### config.mk
export PLATFORM = sky130hd
export DESIGN_NAME = systolic_feed_ctrl
export DESIGN_NICKNAME = d
export VERILOG_FILES = /design/src/rtl/systolic_feed_ctrl.sv
export SDC_FILE = /design/constraint.sdc
export NUM_CORES = 1
export LEC_CHECK = 0
export ABC_AREA = 1
export CORE_ASPECT_RATIO = 0.7
export CORE_MARGIN = 2
export CORE_UTILIZATION = 49
export CTS_CLUSTER_DIAMETER = 100
export DETAILED_ROUTE_END_ITERATION = 7
export MAX_ROUTING_LAYER = met4
export PLACE_DENSITY = 0.91
export SLEW_MARGIN = 5
export SYNTH_ARGS = -nofsm -noshare
export SYNTH_HDL_FRONTEND = slang
export SYNTH_SLANG_ARGS = --single-unit
### constraint.sdc
create_clock -name clk -period 12 [get_ports clk]
set_input_delay 1.2 -clock clk [delete_from_list [all_inputs] [get_ports clk]]
set_output_delay 1.2 -clock clk [all_outputs]
set_load 0.05 [all_outputs]
### src/rtl/systolic_feed_ctrl.sv
// Operand feed sequencer for an ARRAY_DIM x ARRAY_DIM systolic array: clear, read k_len beats, skew lanes, drain.
// Optional abort input enabled by defining FEED_CTRL_ABORT_EN.
//
// state   | meaning
// IDLE    | waiting for start with nonzero k_len
// CLEAR   | one cycle of pe_clear to zero PE accumulators
// FEED    | k_len cycles of operand-buffer reads
// DRAIN   | 3*ARRAY_DIM cycles for data to flush through the array
// DONE    | one-cycle done pulse
module systolic_feed_ctrl #(
    parameter int DATA_WIDTH = 16,
    parameter int ARRAY_DIM  = 4,
    parameter int K_WIDTH    = 8
) (
    input  logic                            clk,
    input  logic                            reset,
    input  logic                            start,
    input  logic [K_WIDTH-1:0]              k_len,
`ifdef FEED_CTRL_ABORT_EN
    input  logic                            abort,
`endif
    output logic                            busy,
    output logic                            done,
    output logic                            rd_en,
    output logic [K_WIDTH-1:0]              rd_addr,
    input  logic [DATA_WIDTH*ARRAY_DIM-1:0] a_in,
    input  logic [DATA_WIDTH*ARRAY_DIM-1:0] b_in,
    output logic [DATA_WIDTH*ARRAY_DIM-1:0] left_out,
    output logic [DATA_WIDTH*ARRAY_DIM-1:0] top_out,
    output logic                            pe_clear
);

    localparam logic [2:0] S_IDLE  = 3'd0;
    localparam logic [2:0] S_CLEAR = 3'd1;
    localparam logic [2:0] S_FEED  = 3'd2;
    localparam logic [2:0] S_DRAIN = 3'd3;
    localparam logic [2:0] S_DONE  = 3'd4;

    localparam int DRAIN_CYC = 3 * ARRAY_DIM;
    localparam int DRAIN_W   = $clog2(DRAIN_CYC);
    localparam logic [DRAIN_W-1:0] DRAIN_LAST = DRAIN_W'(DRAIN_CYC - 1);

    logic [2:0]            state_q, state_d;
    logic [K_WIDTH-1:0]    k_len_q, k_len_d;
    logic [K_WIDTH-1:0]    addr_q, addr_d;
    logic [DRAIN_W-1:0]    drain_q, drain_d;
    logic                  clr_pulse_q, clr_pulse_d;
    logic                  lane_vld_q, lane_vld_d;
    logic [DATA_WIDTH-1:0] left_sr_q [ARRAY_DIM][ARRAY_DIM];
    logic [DATA_WIDTH-1:0] left_sr_d [ARRAY_DIM][ARRAY_DIM];
    logic [DATA_WIDTH-1:0] top_sr_q  [ARRAY_DIM][ARRAY_DIM];
    logic [DATA_WIDTH-1:0] top_sr_d  [ARRAY_DIM][ARRAY_DIM];
    logic                  abort_hit;

`ifdef FEED_CTRL_ABORT_EN
    assign abort_hit = abort && (state_q == S_CLEAR || state_q == S_FEED || state_q == S_DRAIN);
`else
    assign abort_hit = 1'b0;
`endif

    assign busy     = (state_q != S_IDLE);
    assign done     = (state_q == S_DONE);
    assign rd_en    = (state_q == S_FEED);
    assign rd_addr  = addr_q;
    assign pe_clear = (state_q == S_CLEAR) || clr_pulse_q;

    always_comb begin
        state_d     = state_q;
        k_len_d     = k_len_q;
        addr_d      = addr_q;
        drain_d     = drain_q;
        clr_pulse_d = abort_hit;
        case (state_q)
            S_IDLE: begin
                if (start && k_len != '0) begin
                    k_len_d = k_len;
                    state_d = S_CLEAR;
                end
            end
            S_CLEAR: begin
                addr_d  = '0;
                state_d = S_FEED;
            end
            S_FEED: begin
                if (addr_q == k_len_q - K_WIDTH'(1)) begin
                    addr_d  = '0;
                    drain_d = DRAIN_LAST;
                    state_d = S_DRAIN;
                end else begin
                    addr_d = addr_q + K_WIDTH'(1);
                end
            end
            S_DRAIN: begin
                if (drain_q == '0) begin
                    state_d = S_DONE;
                end else begin
                    drain_d = drain_q - DRAIN_W'(1);
                end
            end
            S_DONE:  state_d = S_IDLE;
            default: state_d = S_IDLE;
        endcase
        if (abort_hit) begin
            state_d = S_IDLE;
            addr_d  = '0;
            drain_d = '0;
        end
    end

    // Each lane shifts through a full-length chain; row/column i taps stage i for i+1 delays.
    always_comb begin
        lane_vld_d = rd_en && !abort_hit;
        for (int i = 0; i < ARRAY_DIM; i++) begin
            for (int s = 0; s < ARRAY_DIM; s++) begin
                left_sr_d[i][s] = '0;
                top_sr_d[i][s]  = '0;
                if (!abort_hit) begin
                    if (s == 0) begin
                        left_sr_d[i][s] = lane_vld_q ? a_in[i*DATA_WIDTH +: DATA_WIDTH] : '0;
                        top_sr_d[i][s]  = lane_vld_q ? b_in[i*DATA_WIDTH +: DATA_WIDTH] : '0;
                    end else begin
                        left_sr_d[i][s] = left_sr_q[i][s-1];
                        top_sr_d[i][s]  = top_sr_q[i][s-1];
                    end
                end
            end
        end
    end

    always_comb begin
        left_out = '0;
        top_out  = '0;
        for (int i = 0; i < ARRAY_DIM; i++) begin
            left_out[i*DATA_WIDTH +: DATA_WIDTH] = left_sr_q[i][i];
            top_out[i*DATA_WIDTH +: DATA_WIDTH]  = top_sr_q[i][i];
        end
    end

    always_ff @(posedge clk or posedge reset) begin
        if (reset) begin
            state_q     <= S_IDLE;
            k_len_q     <= '0;
            addr_q      <= '0;
            drain_q     <= '0;
            clr_pulse_q <= 1'b0;
            lane_vld_q  <= 1'b0;
            for (int i = 0; i < ARRAY_DIM; i++) begin
                for (int s = 0; s < ARRAY_DIM; s++) begin
                    left_sr_q[i][s] <= '0;
                    top_sr_q[i][s]  <= '0;
                end
            end
        end else begin
            state_q     <= state_d;
            k_len_q     <= k_len_d;
            addr_q      <= addr_d;
            drain_q     <= drain_d;
            clr_pulse_q <= clr_pulse_d;
            lane_vld_q  <= lane_vld_d;
            for (int i = 0; i < ARRAY_DIM; i++) begin
                for (int s = 0; s < ARRAY_DIM; s++) begin
                    left_sr_q[i][s] <= left_sr_d[i][s];
                    top_sr_q[i][s]  <= top_sr_d[i][s];
                end
            end
        end
    end

endmodule

==> flow_summary.json <==
{
  "synth-edff-count": 0,
  "grt_max_degree": 210,
  "combPwrFrac_pct": 27.0,
  "seq_power_share_pct": 43.5,
  "grt_pass1_wl_mm": 33.6,
  "drtAntennaViolNets": 0,
  "startpoint_type": "register",
  "tns_ns": 0,
  "io_buffers": 278,
  "cts_resized": 0,
  "slew_headroom_pct": 30.9,
  "htree_levels": 1,
  "swShare_pct": 33.7,
  "synthXorXnorAreaFrac_pct": 0.936,
  "status": "finished clean",
  "cts_buffer_depth": 3,
  "p_switching_w": 0.00119,
  "area_growth_pct": 31.5,
  "grt_overflow": 0,
  "multi_input_area_sq_mm": 0.00126,
  "cp.arrival_ns": 2.32,
  "most-common-layout-cells": "343 x dfrtp_1, 278 x clkdlybuf4s50_1, 183 x nand2_1",
  "die_height_um": 131,
  "synth_adder_area_share_pct": 0.445,
  "fmax_mhz": 284,
  "yosys.area.top_type": "dfrtp_1",
  "ir_worst_vdd_v": 0.000202,
  "drt_wl_total_mm": 22.0,
  "clock-skew-final_ns": 0.0143,
  "die_w_um": 185,
  "clk_pin_slew_ns": 0.07,
  "end_kind": "output pin",
  "yosysSeqAreaShare_pct": 76.6,
  "cts.sinks": 344,
  "via_per_inst": 4.34,
  "core_sq_mm": 0.0226,
  "rows": 46,
  "p_leak_nw": 7.94,
  "worst_pin_slew_ns": 1.04,
  "globalplace.congestion": 0.838,
  "finalSetupViolations": 0,
  "final_net_count": 1229,
  "fillers": 1569,
  "synth_simple_gate_area_share_pct": 8.85,
  "place_hpwl_mm": 14.3,
  "io_pins": 279,
  "synth_compound_area_share_pct": 0.969,
  "tritoncts": "done",
  "final.period_utilization_pct": 29.3,
  "routedWlPerCell_um": 15.5,
  "synthCells": 885,
  "avgSynthCellArea_sq_um": 12.7,
  "synth_ff_type": "dfrtp_1",
  "p_clk_share_pct": 29.4,
  "synth_fp_nets": 1028,
  "dieArea_sq_mm": 0.0242,
  "drt_iter0_drc": 383,
  "final_design_area_no_fill_sq_mm": 0.0148,
  "synthArstFlopShare_pct": 100,
  "ys_top_cells_by_area": "dfrtp_1 77%, buf_4 6.4%, nand2_1 6.1%, inv_1 5.0%, nand3_1 0.85%",
  "grt_pass1_vias": 6482,
  "vias": 6173,
  "synth_top_area_share_pct": 76.6,
  "worstPathRequired_ns": 10.80,
  "cts_root_buf": "clkbuf_16",
  "dpl-instance-area_sq_mm": 0.0137,
  "grt_setup_unrepaired": "no",
  "yosysWarnings": 0,
  "drv_cap": 0,
  "insertion_delay_ns": 0.54,
  "grt_use_total_pct": 18.5,
  "diodes": 0,
  "layout_commonest_cell": "dfrtp_1",
  "initial_utilization_pct": 49.8,
  "cellPowerDensity_mw_per_mm2": 239,
  "hold_viol": 0,
  "synth_top_family_by_area": "buffers and inverters",
  "critical_path_class": "register to output pin",
  "cts_made_buffers": 31,
  "drv_slew": 0,
  "synthMuxAreaShare_pct": 0,
  "seqCellArea_sq_mm": 0.00861,
  "crit_fanout": 4,
  "ys_types": 27,
  "min_path_type": "register to register",
  "postCtsHoldBufs": 0,
  "synth_seq_cells": 344,
  "antenna_found_initial": 0,
  "first_pass_iters": 5,
  "p_int_w": 0.00234,
  "cts_setup_buffers": 0,
  "drive_above_1_share_pct": 6.84,
  "route.detailed.drc": 0,
  "syn_area_sq_mm": 0.0112,
  "period_needed_ns": 3.52
}
==> critical path: stages (launching register included) <==
cell and delay, ns:
dfrtp_1 0.43, nor2_2 0.16, nand2_1 0.12, inv_1 0.21, clkdlybuf4s50_1 0.85
==> flip-flops by register name (all words and copies together) (netlist names) <==
signal / count
rd_addr: 8
top_sr_d: 96
drain_q: 4
top_out: 64
lane_vld_q: 1
k_len_q: 8
left_out: 64
state_q: 3
left_sr_d: 96
==> cells in the mapped netlist (all sizes together) (4+ instances only) <==
cell type and number:
dfrtp 344, nand2 188, inv 154, buf 98
nor2 23, nand3 20, clkbuf 14, o21ai 9
a21oi 6, xnor2 6, xor2 6, ha 4
nor3 4
==> metal layers <==
| metal | part of all wire, % | global-route usage, % | wire length, um | vias up |
|---|---|---|---|---|
| met5 | 0 | - | 0 | - |
| met4 | 2.2 | 4.53 | 481 | 0 |
| met3 | 9.1 | 5.43 | 1990 | 39 |
| met2 | 50 | 30.2 | 10900 | 239 |
| met1 | 39 | 22.9 | 8620 | 3003 |
| li1 | - | - | - | 2892 |
==> cell families (layout without fill, tap and decap cells) <==
| family | Yosys count | in the layout |
|---|---|---|
| AND/OR/NAND/NOR | 239 | 239 |
| AO/OA/AOI/OAI | 20 | 20 |
| buffers and inverters | 266 | 492 |
| flip-flops | 344 | 344 |
| XOR/XNOR | 12 | 12 |
| adder cells (fa/ha/maj) | 4 | 4 |
==> area by class of cell <==
type | instances | area share [%]
Inverter | 154 | 3.96
Sequential cell | 344 | 58.3
Timing Repair Buffer | 280 | 19.0
Clock buffer | 45 | 6.29
Clock inverter | 13 | 1.25
Tap cell | 312 | 2.64
Multi-Input combinational cell | 275 | 8.52
==> through the flow <==
stage	instances	hold slack, ns	utilization (%)	total power [W]	worst slack (ns)
after detailed placement	1365	0.335	60.5	0.00251	8.55
final	1423	0.339	65.5	0.00353	8.48
after CTS	1423	0.342	65.5	0.00357	8.46
after global placement	1365	0.331	60.5	0.00247	8.59
after floorplan	885	0.331	-	0.00225	1.26
after global routing	1423	0.351	65.5	0.00370	8.36
==> path summary, 6_finish.rpt <==
| kind | start | to | slack (ns) | cells after the start |
|---|---|---|---|---|
| worst max-delay path | state_q[2] | rd_en | 8.48 | 4 |
| worst min-delay path | left_sr_d[5] | left_out[53] | 0.34 | 0 |
| worst max register to register | k_len_q[0] | drain_q[2] | 9.99 | 13 |
| worst min register to register | left_sr_d[5] | left_out[53] | 0.34 | 0 |
| max in group asynchronous | reset | top_sr_d[109] | 9.09 | 3 |
| min in group asynchronous | reset | left_sr_d[8] | 1.21 | 2 |
==> power by group through the flow <==
stage	logic, W	registers (W)	clock network (W)
6_report	0.000954	0.00154	0.00104
5_1_grt	0.00102	0.00156	0.00112
4_1_cts	0.000961	0.00154	0.00106
3_5_place_dp	0.000953	0.00156	0
3_3_place_gp	0.000926	0.00154	0
2_1_floorplan	0.000646	0.00160	0
Power figures use the tool's default switching activity.
==> variant (config.mk and constraints unchanged) <==
The parameter `ARRAY_DIM` goes from 4 to 8.
--- a/src/rtl/systolic_feed_ctrl.sv
+++ b/src/rtl/systolic_feed_ctrl.sv
@@ -9,7 +9,7 @@
 // DONE    | one-cycle done pulse
 module systolic_feed_ctrl #(
     parameter int DATA_WIDTH = 16,
-    parameter int ARRAY_DIM  = 4,
+    parameter int ARRAY_DIM  = 8,
     parameter int K_WIDTH    = 8
 ) (
     input  logic                            clk,
Ports: changed (resized a_in, b_in, left_out and top_out); port bits go from 279 to 535. No check against the original RTL was run, so the function may have changed too.
==> variant against the unedited design <==
Routed wire length grew to 2.8 times the old value. Cell count increased by 150%. Total power grew 120%. Worst hold slack is essentially flat. Sequential cell count up 833. Synthesized area increased to 3.0 times the old value. Sequential share of layout area is 12 points higher. Setup slack lost 660 ps. Cell area increased to 2.9 times the old value.
==> variant: results (changes against the unedited design) <==
* P_seq at 4.22 mW (+170%)
* Clock-cell share of area at 0.07436 (-0.0009508)
* M1 wire length at 23160 µm (+170%)
* Compound-Gate Fraction of Synth Area at 0.002933 (-0.006756)
* Total GRT Usage at 0.1827 (-0.001913)
* Cts bufs inserted at 97 (+210%)
* Sequential cells at 1177 (+240%)
* Worst-Skew Late Latency at 640 ps (+100 ps)
* Final Net Count at 2797 (+130%)
* Routed WL per cell at 17.71 µm (+15%)
* FILL cells at 4626 (+190%)
* Overall Power at 7.766 mW (+120%)
* Share of cells above drive strength 1 at 0.07080 (+0.002390)
* Hold_ws at 338.4 ps (-0.4270 ps)
* Met3 wire len at 3165 µm (+59%)
* XOR/XNOR share of the synthesized area at 0.003080 (-0.006275)
* Syn_area_per_cell at 16.01 µm² (+26%)
* Critical path's slowest cell: buf_4
* Total net switching power at 1.720 mW (+45%)
* DP Cell Count at 3329 (+140%)
* Dpl cell area at 38950 µm² (+190%)
* First-iteration detailed-routing DRC count at 1115 (+190%)
* Critical path peak fanout at 89 (+85)
* Initial antenna violation count at 5 (+5)
* Logic pwr share at 0.061 (-0.209)
* Leakage at 20.36 nW (+160%)
* Comb_multi_in at 412 (+50%)
* Largest net degree at the start of global routing at 200 (-4.8%)
* PortBufs at 534 (+92%)
* H-tree Lvls at 3 (+2)
* Global-route wire length before repair at 95880 µm (+190%)
* Nonclk inv count at 290 (+88%)
* Max VDD drop at 0.1046 mV (-48%)
* Wirelength, routed at 62090 µm (+180%)
* Antenna cell count at 5 (+5)
* Post-synthesis adder-cell area fraction at 0.001467 (-0.002988)
* Sequential share of the synthesized area at 0.8632 (+0.09692)
* Vias in the first global route at 17010 (+160%)
* Status: finished, final reports clean
* FF+latch area at 29460 µm² (+240%)
* Arrival @ worst endpoint at 4780 ps (+2460 ps)
* Clock Buffer Count at 145 (+220%)
* Final Skew at 20.37 ps (+6.075 ps)
* DP Wirelength at 39960 µm (+180%)
-- variant: per-layer routing --
layer	global-route usage	vias to the layer above
met5	-	-
li1	-	6824
met4	0.08065	0
met2	0.3053	398
met1	0.2117	7827
met3	0.04493	152
-- variant: kinds of logic after synthesis --
logic type,Yosys count
buf+inv,543
simple gates,377
compound gates,19
xor+xnor,12
flops,1177
fa+ha+maj,4
-- variant: final timing paths --
check | cells after the start | to | startpoint
worst max-delay path | 5 | top_out[104]$_DFF_PP0_ | reset
worst min-delay path | 0 | left_out[121]$_DFF_PP0_ | left_sr_d[9]$_DFF_PP0_
worst max register to register | 4 | top_sr_d[876]$_DFF_PP0_ | lane_vld_q$_DFF_PP0_
worst min register to register | 0 | left_out[121]$_DFF_PP0_ | left_sr_d[9]$_DFF_PP0_
max in group clk | 4 | rd_en | state_q[2]$_DFFE_PP0P_
min in group asynchronous | 2 | top_out[86]$_DFF_PP0_ | reset
